--- config.mk ---
export PLATFORM = sky130hd
export DESIGN_NAME = fir_out_decim_flat
export DESIGN_NICKNAME = d
export VERILOG_FILES = /design/src/rtl/fir_out_decim_if.sv /design/src/rtl/fir_out_decim.sv /design/src/flat_wrapper.sv
export SDC_FILE = /design/constraint.sdc
export NUM_CORES = 1
export LEC_CHECK = 0
export ABC_CLOCK_PERIOD_IN_PS = 1750
export BUFFER_PORTS_ARGS = -buffer_cell sky130_fd_sc_hd__buf_2
export CORE_UTILIZATION = 41
export DETAILED_ROUTE_END_ITERATION = 12
export GPL_ROUTABILITY_DRIVEN = 0
export GPL_TIMING_DRIVEN = 0
export SYNTH_ARGS = -nofsm -noshare
export SYNTH_HDL_FRONTEND = slang
export SYNTH_SLANG_ARGS = --single-unit
--- constraint.sdc ---
create_clock -name clk -period 1.75 [get_ports clk]
set_input_delay 0.35 -clock clk [delete_from_list [all_inputs] [get_ports clk]]
set_output_delay 0.35 -clock clk [all_outputs]
set_load 0.005 [all_outputs]
--- src/rtl/fir_out_decim_if.sv ---
// Sample stream handshake between the FIR decimator and its producer/consumer.
interface fir_out_decim_if;
  logic              in_valid;
  logic signed [9:0] din;
  logic              out_ready;
  logic              out_valid;
  logic signed [9:0] dout;

  modport slave  (input  in_valid, din, out_ready, output out_valid, dout);
  modport master (output in_valid, din, out_ready, input  out_valid, dout);
endinterface

--- src/rtl/fir_out_decim.sv ---
// FIR output decimator with output FIFO and sticky overflow flag.
// Define FIR_DECIM_AVG_EN to emit the floor-mean of each DECIM-sample window instead of the last sample.
module fir_out_decim #(
  parameter int unsigned DECIM = 4,
  parameter int unsigned DEPTH = 4
) (
  input  logic                     clk,
  input  logic                     rst,
  fir_out_decim_if.slave           bus,
  input  logic                     ovf_clr,
  output logic [$clog2(DEPTH):0]   level,
  output logic                     ovf
);

  localparam int unsigned PW   = $clog2(DECIM);
  localparam int unsigned PTRW = $clog2(DEPTH);
  localparam int unsigned LW   = PTRW + 1;

  logic [PW-1:0]     phase;
  logic [PTRW-1:0]   wr_ptr;
  logic [PTRW-1:0]   rd_ptr;
  logic signed [9:0] mem [DEPTH];
  logic              valid_q;

  logic              wrap_c;
  logic              pop_c;
  logic              full_c;
  logic              wr_c;
  logic              drop_c;
  logic signed [9:0] sample_c;
  logic [LW-1:0]     level_nxt_c;

`ifdef FIR_DECIM_AVG_EN
  localparam int unsigned AW = 10 + PW;
  logic signed [AW-1:0] acc;
`endif

  // Push/pop decisions; a pop frees a slot for a same-cycle push when full.
  always_comb begin
    wrap_c   = bus.in_valid && (phase == PW'(DECIM - 1));
    pop_c    = valid_q && bus.out_ready;
    full_c   = (level == LW'(DEPTH));
    wr_c     = wrap_c && (!full_c || pop_c);
    drop_c   = wrap_c && full_c && !pop_c;
`ifdef FIR_DECIM_AVG_EN
    sample_c = 10'((acc + AW'(bus.din)) >>> PW);
`else
    sample_c = bus.din;
`endif
    level_nxt_c = level;
    if (wr_c && !pop_c) begin
      level_nxt_c = level + LW'(1);
    end else if (!wr_c && pop_c) begin
      level_nxt_c = level - LW'(1);
    end
  end

  always_ff @(posedge clk or negedge rst) begin
    if (!rst) begin
      phase   <= '0;
      wr_ptr  <= '0;
      rd_ptr  <= '0;
      level   <= '0;
      valid_q <= 1'b0;
      ovf     <= 1'b0;
      for (int i = 0; i < int'(DEPTH); i++) begin
        mem[i] <= '0;
      end
    end else begin
      if (bus.in_valid) begin
        phase <= wrap_c ? '0 : phase + PW'(1);
      end
      if (wr_c) begin
        mem[wr_ptr] <= sample_c;
        wr_ptr      <= wr_ptr + PTRW'(1);
      end
      if (pop_c) begin
        rd_ptr <= rd_ptr + PTRW'(1);
      end
      level   <= level_nxt_c;
      valid_q <= (level_nxt_c != '0);
      // A drop in the same cycle as a clear keeps the flag set.
      if (drop_c) begin
        ovf <= 1'b1;
      end else if (ovf_clr) begin
        ovf <= 1'b0;
      end
    end
  end

`ifdef FIR_DECIM_AVG_EN
  // Window accumulator; cleared on the wrap that consumes it.
  always_ff @(posedge clk or negedge rst) begin
    if (!rst) begin
      acc <= '0;
    end else if (bus.in_valid) begin
      acc <= wrap_c ? '0 : acc + AW'(bus.din);
    end
  end
`endif

  assign bus.out_valid = valid_q;
  assign bus.dout      = mem[rd_ptr];

endmodule

--- src/flat_wrapper.sv ---
// flat-port wrapper written by rule: the top's interface ports become plain ports
module fir_out_decim_flat 
#(
  parameter int unsigned DECIM = 4,
  parameter int unsigned DEPTH = 4
)
  (clk, rst, ovf_clr, level, ovf, bus_in_valid, bus_din, bus_out_ready, bus_out_valid, bus_dout);
  fir_out_decim_if bus_i ();
  input  logic clk;
  input  logic rst;
  input  logic ovf_clr;
  output logic [$clog2(DEPTH):0] level;
  output logic ovf;
  input wire logic [$bits(bus_i.in_valid)-1:0] bus_in_valid;
  input wire logic [$bits(bus_i.din)-1:0] bus_din;
  input wire logic [$bits(bus_i.out_ready)-1:0] bus_out_ready;
  output wire logic [$bits(bus_i.out_valid)-1:0] bus_out_valid;
  output wire logic [$bits(bus_i.dout)-1:0] bus_dout;
  assign bus_i.in_valid = bus_in_valid;
  assign bus_i.din = bus_din;
  assign bus_i.out_ready = bus_out_ready;
  assign bus_out_valid = bus_i.out_valid;
  assign bus_dout = bus_i.dout;
  fir_out_decim #(.DECIM(DECIM), .DEPTH(DEPTH)) u_core (.clk(clk), .rst(rst), .bus(bus_i), .ovf_clr(ovf_clr), .level(level), .ovf(ovf));
endmodule
==> results list <==
* Vertical die dimension: 77.9 um
* Residual overflow from global routing: 0
- Slowest cell on crit path: mux4_2
* Signed area change from the synthesized netlist to the final layout: 19.3%
- Dividing the final minimum period by the clock period gives 104%.
- Top post-synthesis cells by area: dfrtp_1 (54%), mux2_2 (19%), mux4_2 (9.5%)
* Final HPWL from detailed placement: 3080 um
- Critical-path cell list: buf_12 -> mux4_2 -> buf_2
* Vias after detailed routing: 1,442
- After detailed routing, the number of vias per cell comes to 5.32.
- Worst Path Required: 1.40 ns
- Mean routed wirelength per cell: 16.7 um
- Area occupied by registers: 1280 sq um
* Synth top cells by count: dfrtp_1 (51), mux2_2 (39), mux4_2 (10)
* Portion of total power attributed to sequential cells: 42.5%
* Global-route wire length before repair: 7510 um
- Final worst setup slack: -0.0745 ns
- Count of input and output buffers: 29
- Crit Path Max Fanout: 8
* Final period demand of the worst path: 1.82 ns
- Overall power after layout: 4.85 mW
* Post-synth EDFFs: 0
- The number of pins exceeding their max-slew limit in the final report was 0.
* Slew headroom: 25.9%
- Reported net switching power: 1.56 mW
* Clock latency at the later pin of the worst-skew pair: 0.29 ns
* Number of remaining DRC errors: 0
* Number of nets in the finished design: 223
- Measured slew at the worst slew-check pin: 1.11 ns
* Longest Clk Path Bufs: 2
* Average footprint of a synthesized cell: 15.0 sq um
* Routed WL: 4540 um
* Total Die Area: 6070 sq um
- Most frequently used cell type in the post-synthesis netlist: dfrtp_1
- Most used flip-flop cell after synthesis: dfrtp_1
- The worst-case IR drop observed on VDD is 718 uV.
* Static leakage: 1.27 nW
- FFs w/ async S/R, synth: 100%
- Total routing usage reported by global routing: 16.5%
* Count of nets left with antenna violations after detail routing: 0
- Counting every net in the synthesized netlist gives 180.
- Capturing element type of the critical path: output pin
- Via count of the first global-routing pass: 1,512
* Fraction of synthesized cell area taken by the top area cell type: 54.1%
* Effective utilization at floorplan: 42.6%
- During synthesis, Yosys emitted a total of 0 warnings.
* Largest area contributor in the netlist: dfrtp_1
* Largest net degree at the start of global routing: 52
* Number of distinct library cell variants in the gate-level netlist after synthesis: 28
* Internal power summed over all cells: 3.29 mW
* Hold Slack: 0.225 ns
* Post-Place Cells: 258
- Power density cells: 1720 nW/um^2
- For the worst setup path, the data arrival time is 1.47 ns.
* Netlist area before placement: 2360 sq um
* Max-cap violations: 0
- Clock tree from TritonCTS: done
- Clk slew on worst S/H paths: 0.08 ns
- Number of buffers and inverters on the critical path: 2
- Type of the worst min-delay path: input pin to register
- Number of violations reported at the end of detailed-routing iteration 0: 41
* Relative contribution of the clock network to total power: 12.6%
- The worst setup path is launched from a register.
* Count of non-filler cells in the finished layout: 271
* Skew final: 0.00547 ns
- The first detailed-routing pass ran for 4 iterations.
* Number of inserted diodes: 0
- Site row count: 27
* Proportion of layout cells with a drive suffix above 1: 51.3%
- Outcome: finished with violations
- H-Tree Depth: 2
- Cell chosen for the clock root: clkbuf_8
- CTS Buf Count: 5
- Setup repair after global routing could not meet its margin everywhere.
- Of the synthesized area, sequential elements account for 54.1%.
- During I/O placement, the number of pins put on the boundary was 30.
- Fill cells in the final layout number 481.
* Horizontal die dimension: 77.9 um
* Failing checks: setup timing
- Core ar.: 5540 sq um
- Of the total power, the share spent switching nets is 32.2%.
- Clock tree synthesis found a total of 51 sinks.
- The cell family contributing the most delay on the critical path is multiplexers.
* Total count of hold-check failures in the final report: 0
- Static timing analysis puts the maximum clock frequency at 548 MHz.
- The number of antenna violations at the first check in global routing was 0.
- Counting flops and latches in the post-synthesis netlist gives 51.
- The largest single stage delay on the critical path is 0.49 ns.
- Final setup vio count: 10
- Area of the multi-input gates: 1110 sq um
- Number of standard cells after synthesis: 157
- In this run, post-CTS hold repair placed 0 buffers.
* Kind of critical path: register to output pin
- Part of the total power dissipated in combinational logic: 45.0%
==> metal layers <==
layer  vias up  share of wire, %  global-route usage (%)
met5         -                 0                       0
met4         0               1.2                    5.47
met3         5               3.7                    3.88
met2        37                52                    29.0
met1       742                43                    19.9
li1        658                 -                       -
==> logic make-up (layout without fill, tap and decap cells) <==
kind of cell	Yosys count	in the layout	share of synthesized area, %
DFF	51	51	54.1
xor gates and xnor gates	3	3	1.11
AOI/OAI and AO/OA	9	9	3.29
adders and majority gates	8	8	4.24
and+or+nand+nor	22	22	5.25
muxes	54	54	30.4
buffers and inverters	10	52	1.64
==> state kept, by name (all words and copies together), names as in the netlist <==
signal / cells
u_core.mem: 40
u_core.phase: 2
u_core.bus.out_valid: 1
u_core.rd_ptr: 2
u_core.ovf: 1
u_core.wr_ptr: 2
u_core.level: 3
==> power groups by stage <==
| stage | registers [mW] | clock network, mW | logic [mW] |
|---|---|---|---|
| final | 2.06 | 0.610 | 2.18 |
| after global routing | 2.13 | 0.686 | 2.38 |
| after CTS | 2.06 | 0.641 | 2.14 |
| after detailed placement | 2.10 | 0 | 1.92 |
| after global placement | 2.02 | 0 | 1.84 |
| after floorplan | 1.99 | 0 | 1.38 |
==> placed cells by master (no fill, tap or decap), types with 2 or more instances in the layout <==
| cell | Yosys | final |
|---|---|---|
| xnor2_1 | 3 | 3 |
| mux2_1 | 3 | 3 |
| dfrtp_1 | 51 | 50 |
| inv_1 | 7 | 7 |
| a21boi_0 | 2 | 2 |
| o21ai_0 | 2 | 2 |
| buf_4 | 0 | 7 |
| o211ai_1 | 2 | 2 |
| clkbuf_8 | 0 | 5 |
| buf_2 | 1 | 29 |
| ha_1 | 8 | 6 |
| nand2_8 | 0 | 4 |
| ha_2 | 0 | 2 |
| buf_12 | 0 | 2 |
| clkbuf_1 | 1 | 2 |
| nand2_1 | 5 | 4 |
| mux4_2 | 10 | 10 |
| mux2_2 | 39 | 39 |
| nand3_1 | 5 | 5 |
| mux2i_1 | 2 | 2 |
==> repair_timing <==
action	4_1_cts	5_1_grt
setup buffers	7	0
resized for setup	13	5
endpoints found under the setup margin	50	33
==> worst paths after layout <==
kind / startpoint / end / slack, ns / cells after the start
max: u_core.rd_ptr[0]$_DFFE_PN0P_ / bus_dout[8] / -0.07 / 3
min: ovf_clr / u_core.ovf$_DFFE_PN0P_ / 0.23 / 2
max reg2reg: u_core.level[1]$_DFF_PN0_ / u_core.mem[23]$_DFFE_PN0P_ / 0.09 / 6
min reg2reg: u_core.mem[16]$_DFFE_PN0P_ / u_core.mem[16]$_DFFE_PN0P_ / 0.49 / 1
max in group asynchronous: rst / u_core.rd_ptr[0]$_DFFE_PN0P_ / 0.73 / 1
min in group asynchronous: rst / u_core.mem[11]$_DFFE_PN0P_ / 0.27 / 1
==> layout make-up <==
class | instances | share of cell area, %
clock buffers | 6 | 2.58
multi-input cells | 96 | 39.4
flip-flops and latches | 51 | 45.4
repair buffers | 36 | 7.46
inverters | 7 | 0.933
plain buffers | 3 | 1.11
well taps | 72 | 3.20
==> metrics by stage <==
| stage | utilization, % | instance area, sq um | TNS [ns] | setup WS, ns |
|---|---|---|---|---|
| 6_report | 50.8 | 2820 | -0.624 | -0.0745 |
| 5_1_grt | 50.8 | 2820 | -1.20 | -0.139 |
| 4_1_cts | 50.2 | 2780 | -0.807 | -0.0950 |
| 3_5_place_dp | 46.9 | 2600 | -6.57 | -0.186 |
| 3_3_place_gp | 46.9 | 2600 | -2.22 | -0.0922 |
| 2_1_floorplan | - | 2360 | 0 | 0.111 |
Power figures use the tool's default switching activity.
